### config.mk
export PLATFORM = sky130hd
export DESIGN_NAME = gpu_video_out
export DESIGN_NICKNAME = d
export VERILOG_FILES = /design/src/rtl/gpu_video_out.sv
export SDC_FILE = /design/constraint.sdc
export NUM_CORES = 1
export LEC_CHECK = 0
export CAP_MARGIN = 20
export CELL_PAD_IN_SITES_DETAIL_PLACEMENT = 1
export CELL_PAD_IN_SITES_GLOBAL_PLACEMENT = 1
export CORE_MARGIN = 3
export CORE_UTILIZATION = 56
export DETAILED_ROUTE_END_ITERATION = 8
export MAX_ROUTING_LAYER = met4
export PLACE_DENSITY = 0.95
export SYNTH_ARGS = -nofsm -noshare
export SYNTH_HDL_FRONTEND = slang
export SYNTH_SLANG_ARGS = --single-unit
### constraint.sdc
create_clock -name i_clk -period 10.15 [get_ports i_clk]
set_input_delay 2.03 -clock i_clk [delete_from_list [all_inputs] [get_ports i_clk]]
set_output_delay 2.03 -clock i_clk [all_outputs]
set_load 0.02 [all_outputs]
### src/rtl/gpu_video_out.sv
// VGA pin stage: delay-matches counter timing to the late colour index, maps it through a
// double-buffered RGB444 palette and blanks outside the active area.
module gpu_video_out #(
    parameter int PIX_LAT  = 2,
    parameter bit SYNC_POL = 1'b0
) (
    input  logic        i_clk,
    input  logic        i_rst,
    input  logic [7:0]  i_xp,
    input  logic [7:0]  i_yp,
    input  logic        i_visible,
    input  logic        i_hsync,
    input  logic        i_vsync,
    input  logic [3:0]  i_color_idx,
    input  logic        i_pal_we,
    input  logic [3:0]  i_pal_addr,
    input  logic [11:0] i_pal_wdata,
    input  logic        i_pal_commit,
    output logic        o_pal_pending,
    output logic [3:0]  o_red,
    output logic [3:0]  o_green,
    output logic [3:0]  o_blue,
    output logic        o_hsync_out,
    output logic        o_vsync_out,
    output logic        o_frame_start
);

    localparam logic SYNC_INV = (SYNC_POL == 1'b0);

    // Timing bundle: [0] visible, [1] hsync, [2] vsync, [3] first pixel of frame
    logic       w_first;
    logic [3:0] w_tim_in;
    logic [3:0] w_tap;

    assign w_first  = i_visible && (i_xp == 8'd0) && (i_yp == 8'd0);
    assign w_tim_in = {w_first, i_vsync, i_hsync, i_visible};

    if (PIX_LAT == 0) begin : g_nodly
        assign w_tap = w_tim_in;
    end else begin : g_dly
        logic [3:0] r_stage [PIX_LAT];

        always_ff @(posedge i_clk) begin
            if (i_rst) begin
                for (int k = 0; k < PIX_LAT; k++) r_stage[k] <= '0;
            end else begin
                r_stage[0] <= w_tim_in;
                for (int k = 1; k < PIX_LAT; k++) r_stage[k] <= r_stage[k-1];
            end
        end

        assign w_tap = r_stage[PIX_LAT-1];
    end

    logic [11:0] r_stage_pal  [16];
    logic [11:0] r_active_pal [16];
    logic        r_vsync_q;
    logic        r_pending;
    logic        w_vs_rise;
    logic        w_commit;

    assign w_vs_rise = i_vsync && !r_vsync_q;
    assign w_commit  = w_vs_rise && (r_pending || i_pal_commit);

    // The copy reads staging before this edge's write, so a same-cycle write waits for the next commit.
    always_ff @(posedge i_clk) begin
        if (i_rst) begin
            for (int k = 0; k < 16; k++) begin
                r_stage_pal[k]  <= '0;
                r_active_pal[k] <= '0;
            end
            r_vsync_q <= 1'b0;
            r_pending <= 1'b0;
        end else begin
            r_vsync_q <= i_vsync;
            if (i_pal_we) r_stage_pal[i_pal_addr] <= i_pal_wdata;
            if (w_commit) begin
                for (int k = 0; k < 16; k++) r_active_pal[k] <= r_stage_pal[k];
            end
            r_pending <= w_commit ? 1'b0 : (r_pending || i_pal_commit);
        end
    end

    logic [11:0] r_rgb;
    logic        r_hs_out;
    logic        r_vs_out;
    logic        r_fs;

    always_ff @(posedge i_clk) begin
        if (i_rst) begin
            r_rgb    <= '0;
            r_hs_out <= SYNC_INV;
            r_vs_out <= SYNC_INV;
            r_fs     <= 1'b0;
        end else begin
            r_rgb    <= w_tap[0] ? r_active_pal[i_color_idx] : 12'h000;
            r_hs_out <= w_tap[1] ^ SYNC_INV;
            r_vs_out <= w_tap[2] ^ SYNC_INV;
            r_fs     <= w_tap[3];
        end
    end

    assign o_red         = r_rgb[11:8];
    assign o_green       = r_rgb[7:4];
    assign o_blue        = r_rgb[3:0];
    assign o_hsync_out   = r_hs_out;
    assign o_vsync_out   = r_vs_out;
    assign o_frame_start = r_fs;
    assign o_pal_pending = r_pending;

endmodule

# --- After elaboration in Yosys (flattened, before gate mapping) ---
# Memories as Yosys holds them, arrays and structs flattened. A register that Yosys moved wholly into a read port is not among the register bits.
# Index checks and enable logic that the tools add are counted.
totals:
  ram_bits: 392
  mem_count: 3
  out_inout_bits: 16
  register_bits: 5
  inputBits: 43
memory_table:
  columns: ["memory", "depth", "word_bits", "read_ports", "rd_ports_with_merged_regs", "write_ports", "line", "text"]
  rows:
  - ["r_active_pal", 16, 12, 1, 1, 16, "56", "logic [11:0] r_active_pal [16];"]
  - ["r_stage_pal", 16, 12, 16, 0, 16, "55", "logic [11:0] r_stage_pal [16];"]
  - ["g_dly.r_stage", 2, 4, 2, 0, 2, "41", "logic [3:0] r_stage [PIX_LAT];"]
op_classes:
  mux: 30
  bitwise: 21
  n_reduce_logical: 11
op_table:
  columns: ["op", "n"]
  rows:
  - ["12-bit two-way mux", 17]
  - ["1-bit OR", 18]
  - ["8-bit logical NOT", 2]
  - ["4-bit two-way mux", 3]
  - ["12-bit OR reduction", 1]
  - ["1-bit two-way mux", 10]
  - ["1-bit logical AND", 4]
  - ["2-bit OR reduction", 2]
  - ["1-bit NOT", 3]
  - ["1-bit logical NOT", 1]
  - ["1-bit logical OR", 1]

# --- Logic depth before layout (Yosys ltp) ---
# Gate-level depths: netlist (run 1).
logic_depth:
  word_depth: 7
  depth_mapped: 7
  mapped_depth_nobuf: 4

# --- Worst setup path before layout (run 1) ---
# No wires, ideal clock.
synth_path:
  path_type: "input to register"
  startpoint: "input i_pal_commit"
  endpoint: "memory r_active_pal[0][0], enable pin"
  stages: 4
  t_required_ns: 9.598
  t_arrival_ns: 6.453
  path_slack_ns: 3.144
  n_path_buf: 1
  cell_sequence: "nor2_1 nor2_1 clkbuf_1 a21o_1"
synth_rtl:
  columns: ["element", "line", "text"]
  rows:
  - ["start, declared", "18", "input logic i_pal_commit,"]
  - ["end, declared", "56", null]

==> out/metrics.yaml, run 1 <==
antenna_found_initial: 3
ys.flop_type: "edfxtp_1"
fin_skew_ps: 26.28
finalNetCount: 1180
hpwl_mm: 27.95
ys_warn_count: 0
critPathSlowestCell: "a21o_4"
min_period_over_period_pct: 49.66
vias: 9913
startpoint_type: "input port"
ant_nets: 0
slowest_delay_ps: 850
tns_ps: 0
multi_input_area_sq_um: 4313
r2r_slack_ps: 6710
seq_area_sq_um: 12010
final_hold_viol_count: 0
path_max_fanout: 121
status: "completed"
pwr-share-seq_pct: 51.6
fill_cells: 2567
clkSinkCount: 408
max_cap_viol_count: 0
cp_cell_sequence: "clkdlybuf4s50_1 > nor2_1 > nor2_4 > buf_4 > a21o_4 > buf_4 > buf_16"
ios: 59
finalWeightedCongestion: 0.8664
clockPowerShare_pct: 42.0
grtUsageTotal_pct: 32.28
synth_edf_count: 384
yosysMostFrequentCell: "edfxtp_1"
ys_top_cells_by_count: "edfxtp_1 (384), and2_1 (192), and3_1 (120)"
maxSlewHeadroom_pct: 28.14
critPathCaptureType: "flip-flop"
core_sq_um: 29010
max_freq_ghz: 0.1984
routed_via_density: 6.379
holdBufCountCts: 0
drive_gt1_share_pct: 11.99
grt_max_degree: 122
grt_pass1_vias: 10509
fp.dieW_microns: 178.7
switching_power_w: 0.0008806
routed_wl_mm: 49.05
crit_path_frequent_cell: "buf_4"
seq_area_frac_synth_pct: 71.92
post-route-min-period_ps: 5040
cts_buffers: 41
synth_area_leaders: "edfxtp_1 (69%), and2_1 (7.2%), and3_1 (4.5%), nor2b_1 (3.1%), dfxtp_1 (2.9%)"
power_density_nw_per_um2: 204.4
synth_cells: 1104
synth_area_sq_um: 16700
r2r-start: "o_pal_pending$_SDFF_PP0_"
placedCellCount: 1474
grt_first_pass_wirelength_mm: 71.32
io_buffers: 58
cts_buffer_depth: 3
wl_per_cell_microns: 31.56
cts_tree: "yes"
cts-resized-gates: 0
synth.top_cell.area_share_pct: 69.04
combinationalPowerShare_pct: 6.4
startpoint: "i_pal_commit"
drv_slew: 0
max-vdd-ir-drop_mv: 0.1604
drc: 0
num_rows: 62
cts_root_buf: "clkbuf_16"
grt.overflow.total: 0
syn2layout_area_growth_pct: 13.42
critPathBufInv: 4
swShare_pct: 22.75
drt_first_iter_violations: 1359
intPower_w: 0.002991
die_y_microns: 178.7
die_area_sq_um: 31930
rsz0062_at_grt: "false"
critPathArrivalTime_ps: 5250
clk_latency_ps: 560
crit_family: "buffers and inverters"
async_reset_ff_share_pct: 0
start_util_pct: 57.56
cts_setup_buffers: 0
clk_pin_slew_ps: 60
yosysTopAreaCell: "edfxtp_1"
p_leak_nw: 7.243
worstHoldPathType: "flip-flop to flip-flop"
layout.cells.non_filler: 1554
cp.required_ps: 10360
worstMarginPinSlew_ps: 1075
synth-seq-cells: 408
synth.net_count: 1147
setup_viol: 0
synth_area_per_cell_sq_um: 15.13
crit_type: "input port to flip-flop"
min_from: "g_dly.r_stage[0][5]$_SDFF_PP0_"
htreeDepth: 2
netlist-cell-type-count: 36
drt_first_pass_iters: 6
[worst paths after layout]
kind,to,cells after the start
min,o_hsync_out$_SDFF_PP1_,1
max reg2reg,r_active_pal[1][2]$_SDFFCE_PN0P_,6
min reg2reg,o_hsync_out$_SDFF_PP1_,1
max,r_active_pal[1][2]$_SDFFCE_PN0P_,7
[cell type report]
type	instances	share of cell area, %
Multi-Input combinational cell	610	22.77
Clock buffer	48	5.780
Sequential cell	408	63.41
Antenna cell	2	0.02642
Clock inverter	26	1.632
Timing Repair Buffer	76	3.844
Tap cell	384	2.536
[registers in the layout (all words and copies together) (netlist names)]
name           cells
g_dly.r_stage      8
o_frame_start      1
o_hsync_out        1
o_pal_pending      1
o_vsync_out        1
r_active_pal     192
r_rgb             12
r_stage_pal      192
[power groups by stage]
stage	Clock [W]	Combinational (W)	Sequential (W)
after global routing	0.00169	0.000261	0.00200
after detailed placement	0	0.000236	0.00203
after global placement	0	0.000216	0.00201
after floorplan	0	0.000141	0.00201
final	0.00162	0.000249	0.00200
after CTS	0.00163	0.000243	0.00200
[metrics by stage]
| stage | hold slack (ps) | cell area (sq um) | power [W] | utilization, % | setup WS [ps] |
|---|---|---|---|---|---|
| floorplan | 355.7 | 16700 | 0.002154 | - | 3144 |
| global placement | 371.0 | 17490 | 0.002226 | 60.27 | 4654 |
| detailed placement | 373.2 | 17490 | 0.002261 | 60.27 | 4414 |
| CTS | 395.5 | 18890 | 0.003869 | 65.11 | 4935 |
| global route | 400.0 | 18940 | 0.003958 | 65.29 | 4931 |
| finish | 388.5 | 18940 | 0.003871 | 65.29 | 5110 |
[cell usage in the layout, fill, tap and decap left out, drive strengths merged]
master         synthesis  final
a221oi                 2      2
diode                  0      2
mux2i                 44     44
mux2                  22     22
a2111oi                2      2
nand3                 11     11
a22oi                  8      8
nand4b                 1      1
a221o                  8      8
inv                    0      1
nor3b                  2      2
clkinv                 0     16
dfxtp                 24     24
nor3                   4      4
or2                   16     16
bufinv                 0      7
o211ai                 2      2
a21oi                  4      4
clkbuf                72     49
nand3b                 1      1
nand2                  8      8
o22ai                 10     10
edfxtp               384    384
and2                 192    192
nor2                  19     19
clkdlybuf4s50          0     56
a21o                   3      3
mux4                  14     14
o21ai                  8      8
and3                 120    120
nand4bb                1      1
nand2b                16     16
clkinvlp               0      2
a211oi                 4      4
nor2b                 84     84
nor4                   4      4
buf                   14     19
[kinds of logic (layout without fill, tap and decap cells)]
family | Yosys count | in the layout | share of synthesized area [%]
multiplexers | 80 | 80 | 6.008
flip-flops | 408 | 408 | 71.92
AO/OA/AOI/OAI | 51 | 51 | 2.188
buffers and inverters | 86 | 150 | 2.390
AND/OR/NAND/NOR | 479 | 479 | 17.49
other | 0 | 2 | 0
[metal layers]
metal	vias to the layer above	share of wire [%]	track usage [%]
li1	4085	-	-
met1	5035	35	39.24
met2	630	50	53.24
met3	163	9.0	5.951
met4	0	5.1	14.29
met5	-	0	-
No activity file was read; power rests on OpenSTA's default activity.
==> inputs of run 2 (changes only) <==
CORE_UTILIZATION = 52   (was 56)
PLACE_DENSITY = 0.9   (was 0.95)
clock period = 5 ns   (was 10.15 ns; I/O delays follow)
==> out/metrics.yaml, run 2 (same netlist as run 1, synthesis figures left out) <==
status: "completed"
cts_setup_buffers: 0  # unchanged
grt_first_pass_wirelength_mm: 66.94  # -6.1%
holdBufCountCts: 0  # unchanged
fin_skew_ps: 15.62  # -10.66 ps
setup_viol: 0  # unchanged
routed_via_density: 6.123  # -4.0%
cts_buffer_depth: 3  # unchanged
power_density_nw_per_um2: 401.0  # +96%
intPower_w: 0.005868  # +96%
worstHoldPathType: "flip-flop to flip-flop"
drc: 0  # unchanged
ios: 59  # unchanged
routed_wl_mm: 45.33  # -7.6%
core_sq_um: 31150  # +7.4%
post-route-min-period_ps: 3265
clk_latency_ps: 530  # -30 ps
placed_area_sq_um: 17570  # +0.49%
clk_pin_slew_ps: 60  # about the same
cts_tree: "yes"
cp.required_ps: 5390  # -4970 ps
largestRegisters: "r_active_pal: 192 flops, r_stage_pal: 192 flops, r_rgb: 12 flops"
die_y_microns: 185.2  # +3.6%
layout_commonest_cell: "edfxtp_1"
combinationalPowerShare_pct: 6.7  # +0.3 points
drt_first_pass_iters: 5  # -1
max_cap_viol_count: 0  # unchanged
fp.dieW_microns: 185.2  # +3.6%
ant_nets: 0  # unchanged
drt_first_iter_violations: 1197  # -12%
cts_root_buf: "clkbuf_16"
finalWeightedCongestion: 0.8904  # +2.8%
startpoint_type: "input port"
max-vdd-ir-drop_mv: 0.3326  # +110%
htreeDepth: 2  # unchanged
vias: 9588  # -3.3%
clkSinkCount: 408  # unchanged
die_area_sq_um: 34300  # +7.4%
dpl_worst_slack_ps: 1437  # -2978 ps
grt_max_degree: 121  # -0.82%
num_rows: 64  # +3.2%
critPathCaptureType: "flip-flop"
grtUsageTotal_pct: 27.70  # -4.6 points
drv_slew: 0  # unchanged
path_max_fanout: 19  # -84%
swShare_pct: 22.40  # -0.35 points
worstMarginPinSlew_ps: 1114  # +39.14 ps
fin_area_sq_um: 18860  # -0.44%
crit_type: "input port to flip-flop"
critPathArrivalTime_ps: 3650  # -1600 ps
cts-resized-gates: 0  # unchanged
final_hold_viol_count: 0  # unchanged
layout_setup_ws_ps: 1735  # -3375 ps
min_period_over_period_pct: 65.30
hpwl_mm: 27.34  # -2.2%
cts_buffers: 40  # -2.4%
final_cell_mix: "edfxtp_1 (384), and2_1 (192), and3_1 (120)"
rsz0062_at_grt: "false"
fill_cells: 2819  # +9.8%
max_freq_ghz: 0.3063
maxSlewHeadroom_pct: 25.52  # -2.6 points
pwr-share-seq_pct: 53.5  # +1.9 points
start_util_pct: 53.62  # -3.9 points
drive_gt1_share_pct: 10.95  # -1.0 points
syn2layout_area_growth_pct: 12.92
antenna_found_initial: 1  # -2
io_buffers: 58  # unchanged
p_leak_nw: 7.181  # -0.85%
clockPowerShare_pct: 39.8  # -2.2 points
switching_power_w: 0.001694  # +92%
wl_per_cell_microns: 28.95  # -8.3%
finalNetCount: 1181  # +0.085%
grt_pass1_vias: 10137  # -3.5%
grt.overflow.total: 0  # unchanged
tns_ps: 0  # unchanged
==> run 2: cell types whose count changed in the layout (fill, tap and decap cells not counted), moves of 2 or more <==
| cell | before | now |
|---|---|---|
| buf_12 | 0 | 2 |
| clkbuf_8 | 0 | 2 |
| buf_4 | 17 | 20 |
| bufinv_16 | 7 | 3 |
| clkinv_1 | 4 | 8 |
| clkbuf_1 | 5 | 14 |
| clkinv_2 | 12 | 2 |
==> run 2: through the flow <==
step                total power [W]  instances  utilization, %  hold WS (ps)
finish                     0.007562       1566           60.54         400.7
global route               0.007761       1566           60.54         422.5
CTS                        0.007570       1565           60.53         398.1
detailed placement         0.004604       1492           56.41         368.2
global placement           0.004556       1492           56.41         357.3
floorplan                  0.004365       1104               -         355.7
==> run 2: area by class of cell <==
cell class,count,area (sq um),share of cell area (%)
clock buffers,58,1131,5.998
flip-flops and latches,408,12010,63.69
repair buffers,78,750.7,3.981
diodes,1,2.502,0.01327
multi-input cells,610,4313,22.87
well taps,396,495.5,2.627
clock inverters,15,153.9,0.8161
==> run 2: final timing paths <==
kind	from	depth (start not counted)	to	slack, ps
hold / removal	g_dly.r_stage[0][5]$_SDFF_PP0_	1	o_hsync_out$_SDFF_PP1_	400
setup / recovery	i_color_idx[2]	5	r_rgb[4]$_SDFF_PP0_	1730
hold reg to reg	g_dly.r_stage[0][5]$_SDFF_PP0_	1	o_hsync_out$_SDFF_PP1_	400
setup reg to reg	o_pal_pending$_SDFF_PP0_	4	r_active_pal[13][10]$_SDFFCE_PP0P_	2950
==> run 2: worst max-delay path, stage by stage <==
cell             delay (ps)
clkdlybuf4s50_1        1160
nor2b_1                 790
nand2_1                 190
a211oi_1                380
a21oi_1                 120
==> run 2: power groups by stage <==
stage	clock network [W]	logic [W]	registers, W
final	0.00301	0.000509	0.00405
after global routing	0.00317	0.000535	0.00406
after CTS	0.00302	0.000502	0.00405
after detailed placement	0	0.000493	0.00411
after global placement	0	0.000468	0.00409
after floorplan	0	0.000286	0.00408
==> run 2: metal layers <==
layer / GRT usage [%] / share of wire [%] / up-vias
li1: - / - / 4091
met1: 35.31 / 39 / 4943
met2: 45.34 / 50 / 448
met3: 5.067 / 7.8 / 106
met4: 9.274 / 3.6 / 0
met5: - / 0 / -
